==> src/rtl/mem_pkg.sv <==
// Shared constants, state encoding and command legality check for the SRAM arbiter.
package mem_pkg;

  localparam logic [1:0] SIZE_B = 2'd0;
  localparam logic [1:0] SIZE_H = 2'd1;
  localparam logic [1:0] SIZE_W = 2'd2;

  localparam logic [1:0] P_BOOT = 2'd0;
  localparam logic [1:0] P_IF   = 2'd1;
  localparam logic [1:0] P_LS   = 2'd2;

  typedef enum logic {
    ST_IDLE = 1'b0,
    ST_BUSY = 1'b1
  } state_t;

  // Size 3 is reserved; halves and words must be naturally aligned.
  function automatic logic cmd_illegal(input logic [1:0] size, input logic [1:0] alo);
    logic r;
    case (size)
      SIZE_B:  r = 1'b0;
      SIZE_H:  r = alo[0];
      SIZE_W:  r = (alo != 2'd0);
      default: r = 1'b1;
    endcase
    return r;
  endfunction

endpackage

==> src/rtl/mem_rr_pick.sv <==
// Combinational 3-way round-robin picker; searches last+1, last+2, then last.
module mem_rr_pick import mem_pkg::*; (
  input  logic [2:0] eligible,
  input  logic [1:0] last,
  output logic       valid,
  output logic [1:0] idx
);

  logic [1:0] w_c1;
  logic [1:0] w_c2;

  assign w_c1 = (last == P_LS) ? P_BOOT : last + 2'd1;
  assign w_c2 = (w_c1 == P_LS) ? P_BOOT : w_c1 + 2'd1;

  always_comb begin
    valid = |eligible;
    idx   = P_BOOT;
    if (eligible[w_c1])      idx = w_c1;
    else if (eligible[w_c2]) idx = w_c2;
    else if (eligible[last]) idx = last;
  end

endmodule

==> src/rtl/mem_sram_arbiter.sv <==
// Arbitrates three requesters onto one sram_axi_master port, one transaction at a time,
// with alignment checking, a BUSY timeout and a boot-time lock to port 0.
module mem_sram_arbiter import mem_pkg::*; #(
  parameter int TIMEOUT = 256,
  parameter int CNT_W   = 9
) (
  input  logic        clk,
  input  logic        rst_n,
  input  logic        boot_lock,
  input  logic [2:0]  req,
  input  logic [2:0]  wen_i,
  input  logic [95:0] addr_i,
  input  logic [5:0]  size_i,
  input  logic [95:0] din_i,
  output logic [2:0]  done_o,
  output logic [2:0]  err_o,
  output logic [31:0] dout_o,
  output logic        stray_o,
  output logic        m_en,
  output logic        m_wen,
  output logic [31:0] m_addr,
  output logic [1:0]  m_size,
  output logic [31:0] m_din,
  input  logic        m_done,
  input  logic [31:0] m_dout
);

  state_t           r_state;
  logic [1:0]       r_last;
  logic [1:0]       r_owner;
  logic [CNT_W-1:0] r_cnt;

  logic [2:0]  w_elig;
  logic        w_vld;
  logic [1:0]  w_idx;
  logic        w_wen;
  logic [31:0] w_addr;
  logic [1:0]  w_size;
  logic [31:0] w_din;
  logic [2:0]  w_owner_oh;

  // A port whose response is on the outputs this cycle still has req high; mask it.
  assign w_elig = req & ~done_o & ~err_o & (boot_lock ? 3'b001 : 3'b111);

  mem_rr_pick u_pick (
    .eligible (w_elig),
    .last     (r_last),
    .valid    (w_vld),
    .idx      (w_idx)
  );

  always_comb begin
    w_wen  = wen_i[0];
    w_addr = addr_i[31:0];
    w_size = size_i[1:0];
    w_din  = din_i[31:0];
    case (w_idx)
      P_IF: begin
        w_wen  = wen_i[1];
        w_addr = addr_i[63:32];
        w_size = size_i[3:2];
        w_din  = din_i[63:32];
      end
      P_LS: begin
        w_wen  = wen_i[2];
        w_addr = addr_i[95:64];
        w_size = size_i[5:4];
        w_din  = din_i[95:64];
      end
      default: ;
    endcase
  end

  assign w_owner_oh = 3'b001 << r_owner;

  always_ff @(posedge clk or negedge rst_n) begin
    if (!rst_n) begin
      r_state <= ST_IDLE;
      r_last  <= P_LS;
      r_owner <= P_BOOT;
      r_cnt   <= '0;
      done_o  <= 3'b000;
      err_o   <= 3'b000;
      dout_o  <= 32'd0;
      stray_o <= 1'b0;
      m_en    <= 1'b0;
      m_wen   <= 1'b0;
      m_addr  <= 32'd0;
      m_size  <= 2'd0;
      m_din   <= 32'd0;
    end else begin
      done_o  <= 3'b000;
      err_o   <= 3'b000;
      dout_o  <= 32'd0;
      stray_o <= 1'b0;
      case (r_state)
        ST_IDLE: begin
          if (m_done) stray_o <= 1'b1;
          if (w_vld) begin
            r_last <= w_idx;
            if (cmd_illegal(w_size, w_addr[1:0])) begin
              err_o <= 3'b001 << w_idx;
            end else begin
              m_en    <= 1'b1;
              m_wen   <= w_wen;
              m_addr  <= w_addr;
              m_size  <= w_size;
              m_din   <= w_din;
              r_owner <= w_idx;
              r_cnt   <= '0;
              r_state <= ST_BUSY;
            end
          end
        end
        ST_BUSY: begin
          // Completion takes precedence over a timeout landing in the same cycle.
          if (m_done) begin
            done_o  <= w_owner_oh;
            if (!m_wen) dout_o <= m_dout;
            m_en    <= 1'b0;
            r_state <= ST_IDLE;
          end else if (r_cnt == CNT_W'(TIMEOUT - 2)) begin
            err_o   <= w_owner_oh;
            m_en    <= 1'b0;
            r_state <= ST_IDLE;
          end else begin
            r_cnt <= r_cnt + CNT_W'(1);
          end
        end
        default: r_state <= ST_IDLE;
      endcase
    end
  end

endmodule

==> config.mk <==
export PLATFORM = sky130hd
export DESIGN_NAME = mem_sram_arbiter
export DESIGN_NICKNAME = d
export VERILOG_FILES = /design/src/rtl/mem_pkg.sv /design/src/rtl/mem_rr_pick.sv /design/src/rtl/mem_sram_arbiter.sv
export SDC_FILE = /design/constraint.sdc
export NUM_CORES = 1
export LEC_CHECK = 0
export CELL_PAD_IN_SITES_DETAIL_PLACEMENT = 1
export CELL_PAD_IN_SITES_GLOBAL_PLACEMENT = 2
export CORE_ASPECT_RATIO = 1.75
export CORE_UTILIZATION = 24
export DETAILED_ROUTE_END_ITERATION = 7
export PLACE_DENSITY_LB_ADDON = 0.3
export SLEW_MARGIN = 20
export SYNTH_ARGS = -nofsm -noshare
export SYNTH_HDL_FRONTEND = slang
export SYNTH_SLANG_ARGS = --single-unit
==> constraint.sdc <==
create_clock -name clk -period 5 [get_ports clk]
set_input_delay 1.25 -clock clk [delete_from_list [all_inputs] [get_ports clk]]
set_output_delay 1.25 -clock clk [all_outputs]
set_load 0.01 [all_outputs]
# Word level (Yosys, flattened, before mapping)
# Index checks and enable logic that the tools add are counted.
[word_totals] mem_count=0 mem_bits_ro=0 wordCells=93 reg_bits=121 ramBits=0 latch_bits=0
[op_classes] n_eq_ne=12 div=0 n_mul=0 reduce_logical=7 n_mux=46 n_lt_le_gt_ge=3 add_sub_neg=3 n_bitwise=7 shifts=2
[op_table] cell="32-bit case mux with 2 select lines" count=2
[op_table] cell="32-bit 2-to-1 mux" count=3
[op_table] cell="9-bit 2-to-1 mux" count=4
[op_table] cell="3-bit 2-to-1 mux" count=7
[op_table] cell="9-bit case mux with 2 select lines" count=1
[op_table] cell="1-bit 2-to-1 mux" count=15
[op_table] cell="2-bit 2-to-1 mux" count=5
[op_table] cell="9-bit by 1-bit adder with 9-bit output (second input constant)" count=1
[op_table] cell="3-bit bitwise AND" count=3
[op_table] cell="9-bit by 8-bit == test with 1-bit output (second input constant)" count=1
[op_table] cell="2-bit by 3-bit less-than comparator with 1-bit output (second input constant)" count=3
[op_table] cell="2-bit == test (second input constant)" count=4
[op_table] cell="1-bit binary-select mux with 2-bit select" count=3
[op_table] cell="2-bit != test (second input constant)" count=3
[op_table] cell="3-bit NOT" count=2
[op_table] cell="1-bit case mux with 2 select lines" count=3
[op_table] cell="3-bit case mux with 2 select lines" count=1
[op_table] cell="3-bit AND reduction" count=2
[op_table] cell="1-bit by 2-bit left shift with 3-bit output (first input constant)" count=2
[op_table] cell="2-bit by 1-bit adder with 2-bit output (second input constant)" count=2
[op_table] cell="2-bit by 1-bit == test with 1-bit output (second input constant)" count=2
[op_table] cell="2-bit case mux with 2 select lines" count=1
[op_table] cell="4-bit AND reduction" count=1
[op_table] cell="3-bit by 2-bit != test with 1-bit output (second input constant)" count=1
[op_table] cell="other kinds (7)" count=8

# Logic depth before layout (Yosys ltp)
[logic_depth] ltp_word=18 mapped_depth=14 mapped_depth_nobuf=11

# Cells and area by module
# From an unflattened synthesis, not the netlist that was laid out.
[hier_totals] hier_cells=559 hier_area_um2=6130.9
[by_module_without_submodules] module="mem_sram_arbiter" cells_each=551 seq_area_each_um2=3029.2 area_per_inst_um2=6080.8 n_inst=1
[by_module_without_submodules] module="mem_rr_pick" cells_each=8 seq_area_each_um2=0.0 area_per_inst_um2=50.0 n_inst=1

# Least setup slack after synthesis
# OpenSTA, ideal clock, no wires.
[synth_timing] path_kind="in2reg" startpoint="input boot_lock" endpoint="register m_addr[10]" setup_slack_ns=0.963 required_ns=4.875 n_path_buf=4 t_arrival_ns=3.912 stages=12 path_cell_list="or4b_4 -> a211oi_1 -> inv_1 -> ha_1 -> buf_2 -> buf_2 -> mux2i_1 -> o21a_1 -> o21a_4 -> buf_12 -> buf_12 -> mux2_4"
[synth_via] elab_chain_len=15 elab_cells_between_ends=25 cone_classes="4 x eq/ne; 15 x mux; 2 x bitwise; 4 x reduce/logical"
[synth_rtl] item="from (decl)" line="mem_sram_arbiter.sv:9" rtl="input logic boot_lock,"
[synth_rtl] item="3-bit 2-to-1 mux *" line="mem_sram_arbiter.sv:43" rtl="assign w_elig = req & ~done_o & ~err_o & (boot_lock ? 3'b001 : 3'b111);"
[synth_rtl] item="3-bit bitwise AND *" line="mem_sram_arbiter.sv:43"
[synth_rtl] item="1-bit binary-select mux with 2-bit select" line="mem_rr_pick.sv:20" rtl="else if (eligible[last]) idx = last;"
[synth_rtl] item="1-bit 2-to-1 mux (implied by the code)" line="mem_rr_pick.sv:20"
[synth_rtl] item="2-bit 2-to-1 mux" line="mem_rr_pick.sv:20"
[synth_rtl] item="2-bit 2-to-1 mux" line="mem_rr_pick.sv:19" rtl="else if (eligible[w_c2]) idx = w_c2;"
[synth_rtl] item="2-bit 2-to-1 mux *" line="mem_rr_pick.sv:18" rtl="if (eligible[w_c1]) idx = w_c1;"
[synth_rtl] item="named net u_pick.idx[1]" line="mem_rr_pick.sv:6" rtl="output logic [1:0] idx"
[synth_rtl] item="2-bit == test / 2-bit by 1-bit == test with 1-bit output (equally long branches)" line="mem_sram_arbiter.sv:57" rtl="case (w_idx)"
[synth_rtl] item="2-bit case mux with 2 select lines / 32-bit case mux with 2 select lines (equally long branches)" line="mem_sram_arbiter.sv:57"
[synth_rtl] item="2-bit == test, or another cell as far along" line="mem_pkg.sv:20" rtl="case (size)"
[synth_rtl] item="1-bit case mux with 3 select lines" line="mem_pkg.sv:20"
[synth_rtl] item="1-bit 2-to-1 mux" line="mem_sram_arbiter.sv:99" rtl="if (w_vld) begin"
[synth_rtl] item="1-bit 2-to-1 mux" line="mem_sram_arbiter.sv:96" rtl="case (r_state)"
[synth_rtl] item="1-bit NOT (no source line)"
[synth_rtl] item="3-bit AND reduction (no source line)"
[synth_rtl] item="to (signal assigned)" line="mem_sram_arbiter.sv:106" rtl="m_addr <= w_addr;"
[synth_rtl] item="to (decl)" line="mem_sram_arbiter.sv:21" rtl="output logic [31:0] m_addr,"
# Mark *: on every way through the listed nets, which the timed path passes. The rest lies on a longest branch. The select of a mux whose other input is x is not followed.
# A chain may end at the register's enable or synchronous reset.

# Worst setup path after layout
[layout_timing] startpoint="input boot_lock" endpoint="register m_addr[12]"
# Same word-level chain as after synthesis.

==> flow_summary.yaml <==
clock_tree:
  cts_root_buffer: "clkbuf_16"
  cts_tree: "built"
  clk_pin_slew_ns: 0.05
  cts_max_level: 4
  insertion_delay_ns: 0.42
  cts_buffer_depth: 2
  cts_hold_buffers: 0
  cts_setup_buffers: 0
  clock_sinks: 121
  numCtsBuffers: 17
  cts_resized: 0
floorplanning:
  die_h_um: 215
  top_level_ports: 347
  dieArea_um2: 26500
  core-area_um2: 25300
  rows: 77
  initial_core_util_pct: 24.5
  die_w_um: 124
worst_hold_path:
  holdCritPathClass: "register to register"
  min_from: "m_en$_DFFE_PN0P_"
sta:
  rsz0062_at_grt: "no"
  maxSlewViolCount: 0
  fin_setup_tns_ns: 0
  tightest_slew_ns: 0.800
  finalHoldViolCount: 0
  fin_crit_sh_pct: 88.0
  max_slew_margin_pct: 46.6
  clock_skew_ns: 0.00767
  setup_viol_count_final: 0
  fin_crit_ns: 4.40
  fmax_mhz: 227
synth:
  avgSynthCellArea_um2: 11.3
  synth_commonest_cells: "120 x dfrtp_1, 76 x nor2_1, 66 x a21oi_1"
  ys_seq_area_share_pct: 48.8
  synth_area_um2: 6210
  syn_nets: 793
  syn_inst: 548
  synth_top_area_share_pct: 48.4
  ys_ff_latch: 121
  synth_edf_count: 0
  synth_top_area_cell: "dfrtp_1"
  synth_area_leaders: "dfrtp_1 48%, mux2_4 16%, a22oi_1 7.6%"
  yosysMostFrequentCell: "dfrtp_1"
  synthArstFlopShare_pct: 100
  yosys_warnings: 0
  synth_flop_cell: "dfrtp_1"
  yosys.cell_types.count: 46
placed_design:
  gp_congestion: 0.750
  io_buffers: 346
  dp_hpwl_um: 18300
  place_area_um2: 9940
grt:
  gr-total-overflow: 0
  gr-usage-all-layers_pct: 18.0
  grt_pass1_wl_um: 35100
  grt_max_degree: 65
  grt_antenna_before_repair: 1
  grt_pass1_vias: 6125
pwr:
  power.density_nw_per_um2: 512
  vdd_drop_max_mv: 0.207
  switching_power_uw: 1740
  p_seq_share_pct: 29.2
  combPwrFrac_pct: 47.6
  clkPwrFrac_pct: 23.1
  cellInternalPower_uw: 3660
  p_leak_uw: 0.00440
  swShare_pct: 32.2
outcome:
  status: "finished clean"
route:
  highest_layer: "met4"
  met3_wirelength_um: 2000
  drt_iter0_drc: 205
  vias: 5530
  wl_met2_um: 13000
  viasPerCell: 4.54
  first_pass_iters: 4
  routed_wl_um: 23400
  routedWlPerCell_um: 19.2
  m1WireLength_um: 8020
  drc: 0
  ant_nets: 0
cells_and_area:
  multi_input_area_um2: 2870
  regArea_um2: 3030
  final_area_um2: 10600
  fillers: 2787
  final_nets: 1132
  syn_to_final_growth_pct: 70.0
  drive_gt1_share_pct: 13.7
critical_path:
  critPathArrivalTime_ns: 4.70
  crit_chain: "clkdlybuf4s50_1 -> or4b_1 -> a21oi_1 -> inv_1 -> ha_2 -> a22o_1 -> mux2i_1 -> and3_1 -> o21a_4 -> buf_12 -> mux2_4"
  critPathLaunchType: "input pin"
  r2r_start: "done_o[1]$_DFF_PN0_"
  cp-startpoint: "boot_lock"
  critPathMaxFanout: 26
  critical_path_class: "input pin to register"
  slowest_delay_ns: 0.58
  cp.required_ns: 5.30
  critPathCaptureType: "register"
  worst_path_max_delay_cell: "or4b_1"
job:
  drv.max_cap_violation_count: 0
cells by family after synthesis:
family	share of synthesized area [%]
flops	48.8
compound gates	15.9
xor+xnor	0.564
buf+inv	5.22
mux	17.4
fa+ha+maj	1.01
simple gates	11.2
path summary, 6_finish.rpt:
check                                          to  slack [ns]  cells after the start
min reg2reg                      m_en$_DFFE_PN0P_        0.50                      1
min in group asynchronous     done_o[2]$_DFF_PN0_        0.92                      1
max                        m_addr[12]$_DFFE_PN0P_        0.60                     11
max in group asynchronous    m_din[1]$_DFFE_PN0P_        3.12                      2
min                              m_en$_DFFE_PN0P_        0.50                      1
max reg2reg                m_addr[12]$_DFFE_PN0P_        1.43                     10
critical path, delay by kind of cell:
| family | cells | cell delay, ns |
|---|---|---|
| fa+ha+maj | 1 | 0.26 |
| buf+inv | 3 | 0.84 |
| compound gates | 3 | 0.91 |
| simple gates | 2 | 0.83 |
| mux | 2 | 0.58 |
metal layers:
metal  global-route usage, %  vias up
met5                       0        -
met4                    5.62        0
met3                    5.97       22
met2                    34.0      229
met1                    17.9     2638
li1                        -     2641
area by class of cell:
type / instances / area share [%]
Antenna cell: 1 / 0.0237
Clock buffer: 22 / 4.68
Clock inverter: 10 / 1.09
Inverter: 9 / 0.320
Multi-Input combinational cell: 377 / 27.2
Sequential cell: 121 / 28.7
Tap cell: 316 / 3.75
Timing Repair Buffer: 361 / 34.2
stage by stage:
stage	cells	power [µW]	worst slack, ns	utilization, %	hold slack (ns)
2_1_floorplan	548	3020	0.963	-	0.496
3_3_place_gp	1184	4160	0.393	39.2	0.479
3_5_place_dp	1184	4200	0.249	39.2	0.483
4_1_cts	1216	5500	0.617	41.6	0.498
5_1_grt	1217	5730	0.438	41.7	0.514
6_report	1217	5400	0.602	41.7	0.498
power by group through the flow:
stage | clock (µW) | combinational, µW | sequential, µW
4_1_cts | 1290 | 2630 | 1590
6_report | 1250 | 2570 | 1580
2_1_floorplan | 0 | 1320 | 1700
3_3_place_gp | 0 | 2570 | 1590
5_1_grt | 1320 | 2770 | 1640
3_5_place_dp | 0 | 2620 | 1590
flip-flops by register name (all words and copies together), names as in the netlist, 2 cells and up:
signal   cells
r_last       2
m_addr      32
r_owner      2
m_din       32
m_size       2
err_o        3
dout_o      32
r_cnt        9
done_o       3
cells in the final DEF, fill, tap and decap left out, types with 4 or more instances in the layout:
cell | synthesis | routed
nand2_1 | 8 | 8
inv_1 | 9 | 9
a22o_1 | 5 | 5
nor3b_1 | 4 | 4
nor3_1 | 4 | 4
mux2_4 | 65 | 65
buf_4 | 1 | 13
and2_1 | 32 | 32
a22oi_1 | 63 | 63
dfrtp_1 | 120 | 120
a21oi_1 | 66 | 66
clkbuf_16 | 0 | 17
nand3_1 | 4 | 4
clkbuf_8 | 0 | 5
nor2_1 | 76 | 76
mux2i_1 | 8 | 8
o21ai_0 | 5 | 5
clkdlybuf4s50_1 | 0 | 345
Power figures use the tool's default switching activity.
